--- src/rtl/gate_bist.sv ---
// ---------------------------------------------------------------------------
// gate_bist - built-in self-test engine for a small combinational gate.
//
// Drives every input vector of the gate under test in ascending binary order,
// holds each one for SETTLE+1 cycles, samples the gate output on the last edge
// of that window and compares it with the expected truth table EXPECT.
// At the end of a run it reports pass/fail, the number of mismatches and the
// lowest failing vector.
//
// Parameters
//   N_IN    number of gate inputs (1..4)
//   EXPECT  expected truth table; bit i is the expected dut_out for dut_in == i
//   SETTLE  extra cycles each vector is held before sampling (0..255)
//
// Ports
//   clk               rising-edge clock
//   rst_n             asynchronous active-low reset
//   start             run request, sampled only while idle
//   dut_in            vector driven to the gate (bit 0 -> input a, ...)
//   dut_out           gate output, assumed combinational from dut_in
//   busy              high while a run is in progress
//   done              one-cycle pulse in the cycle after busy falls
//   pass              last completed run had zero mismatches
//   fail_count        mismatches in the last run (0..2**N_IN, never wraps)
//   first_fail_idx    lowest vector index that mismatched
//   first_fail_valid  first_fail_idx is meaningful
// ---------------------------------------------------------------------------
module gate_bist #(
   parameter int unsigned              N_IN   = 2,
   parameter logic [(2**N_IN)-1:0]     EXPECT = 4'b1000,
   parameter int unsigned              SETTLE = 1
) (
   input  logic              clk,
   input  logic              rst_n,
   input  logic              start,
   output logic [N_IN-1:0]   dut_in,
   input  logic              dut_out,
   output logic              busy,
   output logic              done,
   output logic              pass,
   output logic [N_IN:0]     fail_count,
   output logic [N_IN-1:0]   first_fail_idx,
   output logic              first_fail_valid
);

   typedef enum logic {
      IDLE,
      RUN
   } state_t;

   // Highest vector index; the run ends after this vector is compared.
   localparam logic [N_IN-1:0] LAST_IDX = '1;
   localparam logic [7:0]      SETTLE_CNT = 8'(SETTLE);

   state_t            state;
   logic [N_IN-1:0]   idx;
   logic [7:0]        cnt;

   // Compare result for the current edge. Only meaningful on the sampling
   // edge of a vector (RUN with the settle counter exhausted).
   logic              sample;
   logic              mismatch;
   logic [N_IN:0]     fail_next;

   always_comb begin
      // NOTE: every signal assigned here gets a default first, so no path
      // leaves it unassigned and no latch is inferred.
      sample    = 1'b0;
      mismatch  = 1'b0;
      fail_next = fail_count;
      if (state == RUN && cnt == '0) begin
         sample    = 1'b1;
         mismatch  = (dut_out != EXPECT[idx]);
         // At most 2**N_IN compares per run, so N_IN+1 bits cannot wrap.
         fail_next = fail_count + {{N_IN{1'b0}}, mismatch};
      end
   end

   // NOTE: all state is updated with non-blocking assignments so every
   // register sees the pre-edge values of the others, independent of the
   // order of statements in this block.
   always_ff @(posedge clk or negedge rst_n) begin
      if (!rst_n) begin
         state            <= IDLE;
         idx              <= '0;
         cnt              <= '0;
         dut_in           <= '0;
         busy             <= 1'b0;
         done             <= 1'b0;
         pass             <= 1'b0;
         fail_count       <= '0;
         first_fail_idx   <= '0;
         first_fail_valid <= 1'b0;
      end else begin
         // done is a single-cycle pulse; only the final compare re-arms it.
         done <= 1'b0;

         case (state)
            IDLE: begin
               // Accepted also in the done cycle, which gives back-to-back
               // runs when start is held high.
               if (start) begin
                  state            <= RUN;
                  idx              <= '0;
                  dut_in           <= '0;
                  cnt              <= SETTLE_CNT;
                  busy             <= 1'b1;
                  pass             <= 1'b0;
                  fail_count       <= '0;
                  first_fail_idx   <= '0;
                  first_fail_valid <= 1'b0;
               end
            end

            RUN: begin
               if (!sample) begin
                  // Still settling: hold the vector, count down.
                  cnt <= cnt - 1'b1;
               end else begin
                  fail_count <= fail_next;
                  if (mismatch && !first_fail_valid) begin
                     first_fail_idx   <= idx;
                     first_fail_valid <= 1'b1;
                  end

                  if (idx != LAST_IDX) begin
                     idx    <= idx + 1'b1;
                     dut_in <= idx + 1'b1;
                     cnt    <= SETTLE_CNT;
                  end else begin
                     state  <= IDLE;
                     idx    <= '0;
                     dut_in <= '0;
                     busy   <= 1'b0;
                     done   <= 1'b1;
                     // Includes the compare made on this very edge.
                     pass   <= (fail_next == '0);
                  end
               end
            end

            default: begin
               state <= IDLE;
               busy  <= 1'b0;
               dut_in <= '0;
            end
         endcase
      end
   end

endmodule

--- config.mk ---
export PLATFORM = sky130hd
export DESIGN_NAME = gate_bist
export DESIGN_NICKNAME = d
export VERILOG_FILES = /design/src/rtl/gate_bist.sv
export SDC_FILE = /design/constraint.sdc
export NUM_CORES = 1
export LEC_CHECK = 0
export BUFFER_PORTS_ARGS = -buffer_cell sky130_fd_sc_hd__buf_2
export CORE_MARGIN = 5
export CORE_UTILIZATION = 55
export DETAILED_ROUTE_END_ITERATION = 10
export GPL_ROUTABILITY_DRIVEN = 0
export GPL_TIMING_DRIVEN = 0
export PLACE_DENSITY = 0.75
export RECOVER_POWER = 100
export SETUP_SLACK_MARGIN = 0.05
export SYNTH_ARGS = -nofsm -noshare
export SYNTH_HDL_FRONTEND = slang
export SYNTH_SLANG_ARGS = --single-unit
--- constraint.sdc ---
create_clock -name clk -period 2.4 [get_ports clk]
set_clock_uncertainty 0.1 [all_clocks]
set_input_delay 0.12 -clock clk [delete_from_list [all_inputs] [get_ports clk]]
set_output_delay 0.12 -clock clk [all_outputs]
set_load 0.005 [all_outputs]
======== Word-level counts from Yosys, hierarchy flattened ========
Index checks and enable logic that the tools add are counted.
storage, ports and cells
  flip-flop bits (word level) ............. 20
  word-level logic and storage cells ...... 67
  output and inout port bits .............. 11
  bits of input ports ..................... 4
cells by class
  multiplexer cells ....................... 37
  bitwise operators ....................... 1
  $lt $le $gt $ge ......................... 1
  add/subtract/negate cells ............... 3
  reductions and logical operators ........ 9
  equality and inequality tests ........... 7
operator list
  cell                                                        count
  two-way mux 8 bit                                           3
  two-way mux 1 bit                                           17
  one-hot mux 8 bit (2 select lines)                          1
  two-way mux 2 bit                                           5
  two-way mux 3 bit                                           3
  logical NOT 8 bit                                           1
  one-hot mux 1 bit (2 select lines)                          4
  one-hot mux 2 bit (2 select lines)                          2
  subtractor 8 x 1 -> 8 bit, second input constant            1
  inequality test 2 bit, second input constant                3
  one-hot mux 3 bit (2 select lines)                          1
  AND reduction 3 bit                                         2
  inequality test 2 x 1 -> 1 bit, second input constant       2
  AND reduction 2 bit                                         2
  adder 3 x 1 -> 3 bit                                        1
  logical NOT 3 bit                                           1
  less-than comparator 2 x 3 -> 1 bit, second input constant  1
  inequality test 3 x 2 -> 1 bit, second input constant       1
  adder 2 x 1 -> 2 bit, second input constant                 1
  binary-select mux 1 bit (select 2 bit)                      1
  logical AND 1 bit                                           2
  logical NOT 1 bit                                           1
  inequality test 1 bit                                       1
  inverter 1 bit                                              1

======== Depth between registers and ports, before layout ========
  word-level depth ........................ 9
  depth in mapped cells ................... 8
  depth with buffers taken out ............ 8

======== Least setup slack after synthesis ========
Ideal clock, no wire load.
  path type ............................... reg-to-reg
  start ................................... register idx[0]
  end ..................................... register pass
  required time ........................... 2.235 ns
  path buffers ............................ 0
  setup time .............................. 0.065 ns
  clock period less this slack ............ 1.949 ns
  stages on the path, launching flop included .. 8
  setup slack ............................. 0.451 ns
  data arrival time ....................... 1.784 ns
  path through ............................ dfrtp_1 ha_1 xnor2_1 inv_1 ha_1 ha_1 nor4_1 a31o_2
between the ends
  word-level cells in the longest chain between the ends .. 9
  elaborated cells on any way between the ends .. 12
  classes of those cells .................. add/sub (1); eq/ne (3); mux (6); reduce/logical (2)
ends and longest elaborated chain
  item                                     line  RTL
  from (decl)                              56    logic [N_IN-1:0] idx;
  from (signal assigned)                   127   idx <= idx + 1'b1;
  binary-select mux 1 bit (select 2 bit)   73    mismatch = (dut_out != EXPECT[idx]);
  two-way mux 1 bit (not written as such)  73
  inequality test 1 bit                    73
  adder 3 x 1 -> 3 bit                     75    fail_next = fail_count + {{N_IN{1'b0}}, mismatch};
  two-way mux 3 bit                        71    if (state == RUN && cnt == '0) begin
  logical NOT 3 bit                        137   pass <= (fail_next == '0);
  two-way mux 1 bit                        126   if (idx != LAST_IDX) begin
  two-way mux 1 bit                        116   if (!sample) begin
  one-hot mux 1 bit (2 select lines)       98    case (state)
  to (signal assigned)                     137
  to (decl)                                40    output logic pass,
Several ways; a longest one is shown, not always the timed one. The select of a mux whose other input is x is not followed.
A chain may end at the register's enable or synchronous reset.

======== Worst setup path in the final report ========
  start ................................... register cnt[7]
  end ..................................... register fail_count[2]
between the ends
  word-level cells in the longest chain between the ends .. 5
  elaborated cells on any way between the ends .. 8
  classes of those cells .................. eq/ne (1); mux (4); reduce/logical (3)
ends and longest elaborated chain
  item                                                                       line  RTL
  from (decl)                                                                57    logic [7:0] cnt;
  from (signal assigned)                                                     118   cnt <= cnt - 1'b1;
  logical NOT 8 bit (*)                                                      71
  logical AND 1 bit (*)                                                      71
  two-way mux 3 bit or two-way mux 1 bit (tied branches)                     71
  two-way mux 3 bit or inequality test 2 x 1 -> 1 bit (tied branches)        n/a
  one-hot mux 3 bit (2 select lines) or AND reduction 2 bit (tied branches)  n/a
  to (signal assigned)                                                       120   fail_count <= fail_next;
  to (decl)                                                                  41    output logic [N_IN:0] fail_count,
Every way passes the cells marked *; elsewhere a longest branch is shown, timed or not. The select of a mux whose other input is x is not followed.

==> impl_results.md <==
- Worst Path Required: 2520 ps
- MaxCap Viol Count: 0
- Number of antenna diodes: 0
- Cts bufs inserted: 3
- GRT Residual Overflow: 0
- VDD IR max: about 0.67 mV
- Hold path startpoint: dut_out
- Post-synthesis adder-cell area fraction: between 4 and 5%
- RSZ-0062 raised after global routing: false
- Hold Violations, Final: 0
- Num rows: 15
- CP Launch Type: register
- CP endpoint: fail_count[2]
- Area Growth Syn to Fin: 13.8%
- Worst Path Arrival: roughly 2300 ps
- Setup CP Type: reg2reg
- Initial antenna violation count: 0
- Final period util: between 90% and 100%
- Synth unique cells: 34
- Number of global-route vias before repair: ~780
- GRT met3 Usage: about 2.8%
- Place WS: approximately 300 ps
- First-pass GRT wire length: about 3600 um
- Cell taking the most area after synthesis: dfrtp_1
- Initial core utilization: 59.2%
- Switch Pwr: just under 0.5 mW
- Worst Max-Slew Pin Slew: between 1000 and 1500 ps
- Clk pwr share: 20.0%
- Pwr/cell area: about 1100 mW/mm2
- Die area: roughly 0.0029 mm2
- Die Span Y: 53.6 um
- Post-synth ARST share: 100%
- Worst-Skew Late Latency: 300 ps
- Mux contribution to synthesized area: under 10%
- Area share of and/or/nand/nor cells after synthesis: roughly a quarter
- Crit Path Max Fanout: 9
- Worst r2r dst: fail_count[2]
- Post-Route WL: around 2100 um
- CP Capture Type: register
- Power, Total: around 1.4 mW
- Clock slew at reported path FFs: approximately 120 ps
- Avg Inst Size Synth: a little over 10 um2
- Leakage power: about 0.57 nW
- DR vias: about 840
- Detailed-router iteration count before antenna repair: 4
- Flops & latches, synth: 20
- DRC: 0
- GRT Util Overall: between 10% and 20%
- Die W: 53.6 um
- Post-synthesis sequential area ratio: 47.9%
- Max frequency: between 400 and 500 MHz
- CP Launch Point: cnt[7]
- Layout net count: 130
- Post-CTS setup buffer count: 0
- GRT busiest layer: met2
- Top cells by area, synth: dfrtp_1 48%, nand2_1 6.1%, ha_1 4.8%
- FF-to-FF setup slack: 230 ps
- Final Critical Period: 2170 ps
- Worst hold path class: in2reg
- Worst setup margin: 226 ps
- Met1 global-route usage: about 24%
- Met2 usage: 26.7%
- Logic pwr share: roughly a third
- Post-DP HPWL: 1540 um
- Fill cells: about 160
- Post-route setup TNS: 0 ps
- Clock tree buffer depth: 2
- I/O pin cnt: 15
- Rel. slew slack: a little under a third
- Yosys warning count: 0
- Largest family of logic cells by synthesized area: simple AND/OR/NAND/NOR gates
- Reg power frac: between 40% and 50%
- Htree depth: 1
- FF-to-FF path depth: 5
- Synth Flop Type: dfrtp_1
- Final setup violation count: 0
- Share of the synthesized area in the top cell type: 47.9%
- Drt via density: 5.77
- P_int: ~0.86 mW
- XOR/XNOR share of the synthesized area: 1.68%
- Net Sw Frac: approximately 37%
- Syn Std Cell Area: around 0.0010 mm2
- Worst reg2reg startpoint: cnt[7]
- Mapped Nets: roughly 110
- Layout cell share with drive strength beyond 1: 19.8%
- Synth Area in Compound Gates: around an eighth
- Wirelength per Cell: between 10 and 15 um
- DRT antenna net count: 0
- Iteration-0 DRC count of the detailed router: 24
- Port-buffer cells: 14
- CTS tree: yes
- Final slew viol count: 0
- Largest net degree at the start of global routing: 21
- Commonest non-fill, non-tap cell in the layout: dfrtp_1
- Status: finished clean
- Post-synth EDFFs: 0
- Most frequent cells in the layout: 20 x dfrtp_1, 17 x nand2_1, 8 x clkbuf_1, 8 x buf_2
- TritonCTS Sinks: 20
- Mapped Cells: approximately 100
- Root Driver: clkbuf_4
- Core area: 0.00176 mm2
- Post-layout util: between 60% and 70%
## cell type report
cell class / instances / area, um2 / share of cell area (%)
multi-input cells: 73 / 492 / 41.4
plain buffers: 2 / 7.51 / 0.632
repair buffers: 16 / 82.6 / 6.95
flip-flops and latches: 20 / 500 / 42.1
clock inverters: 1 / 30.0 / 2.53
well taps: 25 / 31.3 / 2.63
clock buffers: 3 / 22.5 / 1.89
inverters: 6 / 22.5 / 1.89
## flip-flops by register name, summed over array words and instances, names as in the netlist
name,count
first_fail_valid,1
fail_count,3
first_fail_idx,2
state,1
idx,2
cnt,8
busy,1
done,1
pass,1
## repair_timing
item,CTS,global route
hold endpoints to repair,21,0
hold buffers,2,0
gates resized for setup,0,0
## logic make-up (layout without fill, tap and decap cells)
| logic type | count (synthesis) | after routing |
|---|---|---|
| AND/OR/NAND/NOR | 44 | 44 |
| AO/OA/AOI/OAI | 20 | 20 |
| flip-flops | 20 | 20 |
| buffers and inverters | 8 | 28 |
| adder cells (fa/ha/maj) | 4 | 4 |
| multiplexers | 3 | 3 |
| XOR/XNOR | 2 | 2 |
## synth_stat cells (all sizes together), types with 2 or more instances
master   n
nor2     6
dfrtp   20
mux2     2
nor3     3
nand2b   2
nand2   17
o22ai    3
nor4     2
ha       4
o21ai    5
o41ai    2
inv      6
a31o     3
a21oi    4
nand3    7
## metal layers
metal / share of wire, % / vias to the layer above
met3: 7.2 / 2
met2: 47 / 38
met1: 45 / 398
li1: - / 405
met5: 0 / -
met4: 0.71 / 0
## how the worst min path moves through the flow
stage	endpoint	slack, ps	cells past startpoint
after floorplan	busy	-280	0
after global placement	cnt[2]	-20	1
after detailed placement	fail_count[2]	-10	1
after CTS	fail_count[1]	190	2
after global routing	first_fail_idx[1]	230	5
final	first_fail_idx[1]	200	5
## power by group through the flow
stage          clock network [mW]  registers, mW  logic [mW]
6_report                    0.272          0.612       0.475
5_1_grt                     0.292          0.632       0.543
4_1_cts                     0.277          0.624       0.502
2_1_floorplan                   0          0.609       0.354
3_3_place_gp                    0          0.615       0.479
3_5_place_dp                    0          0.629       0.496
## metrics by stage
step | instances | instance area, um2 | hold WS, ps
final | 146 | 1190 | 204
after global routing | 146 | 1190 | 231
after CTS | 146 | 1220 | 191
after detailed placement | 140 | 1150 | -14.4
after global placement | 140 | 1150 | -15.6
after floorplan | 101 | 1040 | -276
## critical path, stage by stage, from the launching register on
cell and delay (ps):
dfrtp_1 430, nor4_2 680, and4_2 330, clkbuf_1 320, nand2_1 90, mux2i_1 130
Note: power is estimated with default switching activity, not from simulation.
